## src/rtl/phy_tx_arbiter.sv

```systemverilog
// Two-lane byte arbiter: per-lane FIFOs feeding a single registered output stage
// toward the serializer, granted round-robin between non-empty lanes.
module phy_tx_arbiter #(
  parameter int         DEPTH     = 4,
  parameter logic [7:0] IDLE_BYTE = 8'hBC
) (
  input  logic       clk_2f,
  input  logic       reset,
  input  logic [7:0] data_in0,
  input  logic       valid_in0,
  input  logic [7:0] data_in1,
  input  logic       valid_in1,
  input  logic       ready_out,
  output logic [7:0] data_out,
  output logic       valid_out,
  output logic       lane_out,
  output logic       full0,
  output logic       full1,
  output logic       empty0,
  output logic       empty1,
  output logic       overflow0,
  output logic       overflow1
);

  localparam int AW = $clog2(DEPTH);
  localparam int CW = AW + 1;

  typedef enum logic [1:0] {
    S_IDLE = 2'd0,
    S_L0   = 2'd1,
    S_L1   = 2'd2
  } state_t;

  state_t          r_state;
  state_t          w_state_nxt;
  logic [7:0]      r_data_p1;
  logic            r_lane_p1;
  logic            r_last;

  logic [7:0]      r_mem   [2][DEPTH];
  logic [AW-1:0]   r_wptr  [2];
  logic [AW-1:0]   r_rptr  [2];
  logic [CW-1:0]   r_cnt   [2];
  logic [CW-1:0]   w_cnt_nxt [2];
  logic [1:0]      r_full;
  logic [1:0]      r_empty;
  logic [1:0]      r_ovf;

  logic [1:0]      w_vin;
  logic [7:0]      w_din   [2];
  logic [1:0]      w_pop;
  logic [1:0]      w_wr;
  logic [1:0]      w_drop;
  logic            w_load;
  logic            w_gnt;

  assign w_vin    = {valid_in1, valid_in0};
  assign w_din[0] = data_in0;
  assign w_din[1] = data_in1;

  // Arbitration: the stage only takes a new byte on a cycle the serializer is
  // ready, so an idle stage with ready_out low stays idle and nothing is popped.
  always_comb begin
    w_state_nxt = r_state;
    w_load      = 1'b0;
    w_gnt       = r_last;
    w_pop       = 2'b00;
    if (ready_out) begin
      if (!r_empty[0] && !r_empty[1]) begin
        w_load = 1'b1;
        w_gnt  = ~r_last;
      end else if (!r_empty[0]) begin
        w_load = 1'b1;
        w_gnt  = 1'b0;
      end else if (!r_empty[1]) begin
        w_load = 1'b1;
        w_gnt  = 1'b1;
      end
      if (w_load) begin
        w_pop       = w_gnt ? 2'b10 : 2'b01;
        w_state_nxt = w_gnt ? S_L1 : S_L0;
      end else begin
        w_state_nxt = S_IDLE;
      end
    end
  end

  // A full lane still accepts a byte when it is popped in the same cycle.
  always_comb begin
    for (int n = 0; n < 2; n++) begin
      w_wr[n]      = w_vin[n] && (!r_full[n] || w_pop[n]);
      w_drop[n]    = w_vin[n] && r_full[n] && !w_pop[n];
      w_cnt_nxt[n] = r_cnt[n];
      if (w_wr[n] && !w_pop[n])
        w_cnt_nxt[n] = r_cnt[n] + CW'(1);
      else if (!w_wr[n] && w_pop[n])
        w_cnt_nxt[n] = r_cnt[n] - CW'(1);
    end
  end

  // FIFO storage -> output stage (p1)
  always_ff @(posedge clk_2f) begin
    for (int n = 0; n < 2; n++) begin
      if (w_wr[n]) r_mem[n][r_wptr[n]] <= w_din[n];
    end
  end

  always_ff @(posedge clk_2f) begin
    if (reset) begin
      r_state   <= S_IDLE;
      r_data_p1 <= IDLE_BYTE;
      r_lane_p1 <= 1'b0;
      r_last    <= 1'b1;
      r_full    <= 2'b00;
      r_empty   <= 2'b11;
      r_ovf     <= 2'b00;
      for (int n = 0; n < 2; n++) begin
        r_wptr[n] <= '0;
        r_rptr[n] <= '0;
        r_cnt[n]  <= '0;
      end
    end else begin
      r_state <= w_state_nxt;
      if (ready_out) begin
        if (w_load) begin
          r_data_p1 <= r_mem[w_gnt][r_rptr[w_gnt]];
          r_lane_p1 <= w_gnt;
          r_last    <= w_gnt;
        end else begin
          r_data_p1 <= IDLE_BYTE;
        end
      end
      for (int n = 0; n < 2; n++) begin
        if (w_wr[n])  r_wptr[n] <= r_wptr[n] + AW'(1);
        if (w_pop[n]) r_rptr[n] <= r_rptr[n] + AW'(1);
        r_cnt[n]   <= w_cnt_nxt[n];
        r_full[n]  <= (w_cnt_nxt[n] == CW'(DEPTH));
        r_empty[n] <= (w_cnt_nxt[n] == '0);
        if (w_drop[n]) r_ovf[n] <= 1'b1;
      end
    end
  end

  assign data_out  = r_data_p1;
  assign valid_out = (r_state != S_IDLE);
  assign lane_out  = r_lane_p1;
  assign full0     = r_full[0];
  assign full1     = r_full[1];
  assign empty0    = r_empty[0];
  assign empty1    = r_empty[1];
  assign overflow0 = r_ovf[0];
  assign overflow1 = r_ovf[1];

endmodule

```

## config.mk

```make
export PLATFORM = sky130hd
export DESIGN_NAME = phy_tx_arbiter
export DESIGN_NICKNAME = d
export VERILOG_FILES = /design/src/rtl/phy_tx_arbiter.sv
export SDC_FILE = /design/constraint.sdc
export NUM_CORES = 1
export LEC_CHECK = 0
export CORE_MARGIN = 2
export CORE_UTILIZATION = 63
export CTS_CLUSTER_SIZE = 28
export DETAILED_ROUTE_END_ITERATION = 16
export PLACE_DENSITY_LB_ADDON = 0.05
export SLEW_MARGIN = 30
export SYNTH_ARGS = -nofsm -noshare
export SYNTH_HDL_FRONTEND = slang
export SYNTH_SLANG_ARGS = --single-unit
```

## constraint.sdc

```tcl
create_clock -name clk_2f -period 4.6 [get_ports clk_2f]
set_clock_uncertainty 0.05 [all_clocks]
set_input_delay 0.46 -clock clk_2f [delete_from_list [all_inputs] [get_ports clk_2f]]
set_output_delay 0.46 -clock clk_2f [all_outputs]
set_load 0.01 [all_outputs]
```

==> results.toml, run 1 <==
[setup_path]
crit_fanout = 19
startpoint = "ready_out"
rr_worst_depth = 7
cp_data_required_time_ns = 4.59
crit_arrival_ns = 3.08
cp-start-kind = "input pin"
r2r_end = "data_out[2]$_SDFFE_PP1P_"
critPathCaptureType = "register"
reg2reg_setup_slack_ns = 1.70
path_class = "input pin to register"
reg2reg_from = "r_empty[0]$_SDFF_PP1_"

[global_routing]
grt_first_pass_wirelength_um = 17600
overflow = 0
antenna_found_initial = 0
grt_max_degree = 48
grt_usage_pct = 28.1
grt_pass1_vias = 3242

[placed_design]
numPortBuffers = 36
hpwl_um = 7690
place_congestion = 0.933

[floorplan]
rows = 31
die_width_um = 90.8
die_h_um = 90.8
io_pins = 37
core_area_mm2 = 0.00725
initial_core_util_pct = 65.4
dieArea_mm2 = 0.00824

[outcome]
status = "completed"

[clock_tree]
clock_path_buffers = 2
cts_sinks = 96
cts-root-buf = "clkbuf_8"
cts_inserted_buffers = 9
cts_setup_buffers = 0
postCtsHoldBufs = 0
htreeDepth = 3
clk_latency_ns = 0.37
clkTransAtPathRegs_ns = 0.10
cts_tree = "done"
cts.repair.resized = 0

[timing]
grt_setup_unrepaired = "false"
period_share_pct = 67.2
timing.setup.tns_ns = 0
tightest_slew_ns = 0.961
period_minus_slack_ns = 3.09
slew_headroom_pct = 36.0
max_freq_mhz = 324
final-hold-violation-count = 0
finalMaxSlewViolations = 0
finalSetupViolations = 0

[cells_and_area]
drive_above_1_share_pct = 6.99
layout.nets = 486
final_common_cell = "edfxtp_1"
synthToLayoutAreaGrowth_pct = 11.9
fin_util_pct = 73.2
final_cell_mix = "edfxtp_1, clkdlybuf4s50_1, nor2_1"
antenna_cells = 0

[power]
ir_worst_vdd_mv = 0.310
finalPower_mw = 2.65
p_leak_nw = 1.79
power_density_mw_per_mm2 = 500

[drt]
via_count = 3622
finalWirelength_um = 11100
drc = 0
ant_nets = 0
via_per_inst = 6.50
drt_pass1_iterations = 5
wl_per_cell_um = 20.0
drt_iter0_drc = 356

[flow_run]
cap_violations = 0

[synthesis]
synth_nets = 466
yosysSeqAreaShare_pct = 55.7
synth_area_mm2 = 0.00474
yosysUniqueCellTypes = 53
synth_edf_count = 72
synthArstFlopShare_pct = 0
synthFlopType = "edfxtp_1"
synth-seq-cells = 96
synth_warnings = 0
syn_inst = 433
syn_area_per_cell_um2 = 11.0

[worst_hold_path]
whs_path_depth = 2
worstHoldEndpoint = "r_state[0]$_SDFFE_PP0P_"
min_from = "r_state[0]$_SDFFE_PP0P_"
min_path_type = "register to register"
[how the worst max path moves through the flow]
| stage | endpoint |
|---|---|
| floorplan | r_mem[1][0]$_DFFE_PP_ |
| global placement | r_mem[1][20]$_DFFE_PP_ |
| detailed placement | r_mem[1][20]$_DFFE_PP_ |
| CTS | r_mem[1][16]$_DFFE_PP_ |
| global route | r_mem[1][29]$_DFFE_PP_ |
| finish | r_mem[1][16]$_DFFE_PP_ |
[kinds of logic (layout without fill, tap and decap cells)]
| group | count (synthesis) | count (layout) | share of synthesized area, % |
|---|---|---|---|
| and+or+nand+nor | 160 | 160 | 17.9 |
| DFF | 96 | 96 | 55.7 |
| adders and majority gates | 12 | 12 | 3.17 |
| xor gates and xnor gates | 6 | 6 | 1.11 |
| buffers and inverters | 42 | 67 | 4.11 |
| muxes | 9 | 9 | 1.95 |
| AOI/OAI and AO/OA | 108 | 108 | 16.0 |
[stage by stage]
stage	hold slack [ns]	instances	setup WS (ns)	cell area [um2]
after floorplan	0.395	433	2.59	4740
after global placement	0.398	541	1.27	5100
after detailed placement	0.405	541	1.19	5110
after CTS	0.423	557	1.59	5310
after global routing	0.452	557	1.32	5310
final	0.421	557	1.51	5310
[state kept, by name (all words and copies together) (netlist names)]
name      count
data_out      8
r_rptr        4
r_cnt         6
r_state       2
r_full        2
r_wptr        4
lane_out      1
r_ovf         2
r_mem        64
r_empty       2
r_last        1
[power by group]
part           total [mW]  leakage (nW)  switching, mW  internal (mW)
logic               0.900         0.819          0.504          0.397
registers            1.21         0.870          0.153           1.05
clock network       0.544         0.101          0.330          0.214
total                2.65          1.79          0.986           1.67
[cell usage after synthesis (8+ instances only)]
cell type  instances  area, um2
a211oi_1           8       60.1
a21oi_1           12       60.1
a22o_1            11       96.3
and2_1            12       75.1
buf_2              9       45.0
clkbuf_1          17       63.8
dfxtp_1           24        480
edfxtp_1          72       2160
ha_1              12        150
inv_1             10       37.5
nand2_1           16       60.1
nand2b_1          11       68.8
nand3_1           20        100
nor2_1            29        109
nor3_1            26        130
nor3b_1           13       97.6
o21ai_0           23        115
o311ai_0          12        105
or3_1             14       87.6
[routing by layer]
| metal | wire [um] | vias to the layer above | track usage (%) |
|---|---|---|---|
| met3 | 1190 | 14 | 8.10 |
| li1 | - | 1682 | - |
| met4 | 146 | 0 | 7.45 |
| met2 | 4830 | 196 | 41.3 |
| met5 | 0 | - | 0 |
| met1 | 4950 | 1730 | 41.2 |
[area by class of cell]
cell class,count,area [um2]
Sequential cell,96,2640
Fill cell,541,1950
Multi-Input combinational cell,295,1910
Timing Repair Buffer,40,390
Clock buffer,9,124
Tap cell,99,124
Clock inverter,7,73.8
Inverter,11,41.3
[worst max-delay path: stages]
cell and delay, ns:
clkdlybuf4s50_1 0.85, nor2b_1 0.21, buf_4 0.25, o21ai_2 0.16, a21boi_0 0.69, and2_1 0.45
Note: power is estimated with default switching activity, not from simulation.
==> inputs of run 2 (changes only) <==
Settings changed: CORE_UTILIZATION 63 to 58.
Clock period 4.6 ns to 3.2 ns, I/O delays scaled along.
==> run 2 against run 1 <==
  * Sequential power up 38%
  * Sequential share of layout area decreased by 0.57 points
  * Power is 45% higher
  * Clock-buffer cell count unchanged
  * Non-clock buffer count is 8 higher
  * Critical endpoint is now data_out[2]$_SDFFE_PP1P_
  * Largest power group unchanged
  * Highest routed layer unchanged
==> results.toml, run 2 (synthesis gave the netlist of run 1 again) <==
[floorplan]
die_h_um = 94.4
initial_core_util_pct = 60.8
dieArea_mm2 = 0.00892
core_area_mm2 = 0.00781
die_width_um = 94.4
io_pins = 37
rows = 32

[clock_tree]
cts_sinks = 96
clk_latency_ns = 0.37
htreeDepth = 3
postCtsHoldBufs = 0
cts_tree = "done"
cts_setup_buffers = 0
cts_inserted_buffers = 9
cts-root-buf = "clkbuf_8"
clock_path_buffers = 2
cts.repair.resized = 0
clkTransAtPathRegs_ns = 0.11

[global_routing]
grt_usage_pct = 26.5
grt_max_degree = 47
grt_first_pass_wirelength_um = 17600
antenna_found_initial = 0
grt_pass1_vias = 3225
overflow = 0

[cells_and_area]
drive_above_1_share_pct = 8.37
multi_input_area_mm2 = 0.00191
final_common_cell = "edfxtp_1"
final_cell_mix = "edfxtp_1, clkdlybuf4s50_1, nor2_1"
synthToLayoutAreaGrowth_pct = 13.2
largest_reg_flops = 64
fin_util_pct = 68.8
fill_cells = 590
layout.nets = 494
final-seq-area_mm2 = 0.00264
antenna_cells = 0

[power]
power_density_mw_per_mm2 = 718
p_leak_nw = 1.82
finalPower_mw = 3.86
ir_worst_vdd_mv = 0.443

[drt]
drt_iter0_drc = 542
ant_nets = 0
via_count = 3617
finalWirelength_um = 11100
wl_per_cell_um = 19.6
drc = 0
via_per_inst = 6.37
drt_pass1_iterations = 6

[setup_path]
cp_data_required_time_ns = 3.41
path_class = "register to register"
reg2reg_from = "r_last$_SDFFE_PP1P_"
crit_fanout = 28
critPathCaptureType = "register"
startpoint = "r_last$_SDFFE_PP1P_"
worstPathCellList = "inv_2, or3_1, o311a_1, buf_4, and2_1, a211oi_1, o21ai_1"
cp-start-kind = "register"
cpPeakStageDelay_ns = 0.63
worst_path_max_delay_cell = "dfxtp_2"
crit_arrival_ns = 2.73

[timing]
max_freq_mhz = 397
tightest_slew_ns = 0.786
holdWs_ns = 0.424
grt_setup_unrepaired = "false"
period_share_pct = 78.7
final-hold-violation-count = 0
slew_headroom_pct = 47.5
finalMaxSlewViolations = 0
period_minus_slack_ns = 2.52
timing.setup.tns_ns = 0
finalSetupViolations = 0
setup_ws_ns = 0.681

[worst_hold_path]
min_path_type = "register to register"
min_from = "r_state[1]$_SDFFE_PP0P_"

[flow_run]
cap_violations = 0

[placed_design]
pre_cts_ws_ns = 0.531
hpwl_um = 7820
place_congestion = 0.913
numPortBuffers = 36

[outcome]
status = "completed"
==> run 2: cell type report <==
type                       instances  share of cell area (%)
timing repair buffer              48                    8.39
tap                              102                    2.38
clock inverter                     7                    1.37
sequential                        96                    49.2
inverter                          11                   0.769
multi-input combinational        295                    35.5
clock buffer                       9                    2.31
==> run 2: critical path: cells and delay by family, from the launching register on <==
kind	cells	cell delay, ns
AND/OR/NAND/NOR	2	0.65
flip-flops	1	0.63
buffers and inverters	2	0.56
AO/OA/AOI/OAI	3	0.52
==> run 2: where the power goes <==
part,switching (mW),total [mW],internal (mW),leakage [nW]
registers,0.155,1.67,1.52,0.870
clock network,0.473,0.779,0.306,0.0942
logic,0.798,1.40,0.607,0.855
total,1.43,3.86,2.43,1.82
==> run 2: path summary, 6_finish.rpt <==
check                                                 to  slack [ns]  depth (start not counted)
worst max-delay path            data_out[2]$_SDFFE_PP1P_        0.68                          7
worst min-delay path             r_state[1]$_SDFFE_PP0P_        0.42                          2
worst max register to register  data_out[2]$_SDFFE_PP1P_        0.68                          7
worst min register to register   r_state[1]$_SDFFE_PP0P_        0.42                          2
==> run 2: through the flow <==
step	instances	cell area, um2
floorplan	433	4740
global placement	552	5170
detailed placement	552	5170
CTS	568	5370
global route	568	5370
finish	568	5370
==> run 2: per-layer routing <==
layer | share of wire [%] | vias to the layer above | routed length (um) | GRT usage [%]
met2 | 43 | 196 | 4760 | 37.1
met5 | 0 | - | 0 | 0
met4 | 0.89 | 0 | 99 | 6.40
met1 | 45 | 1709 | 5060 | 40.3
li1 | - | 1695 | - | -
met3 | 11 | 17 | 1220 | 8.46
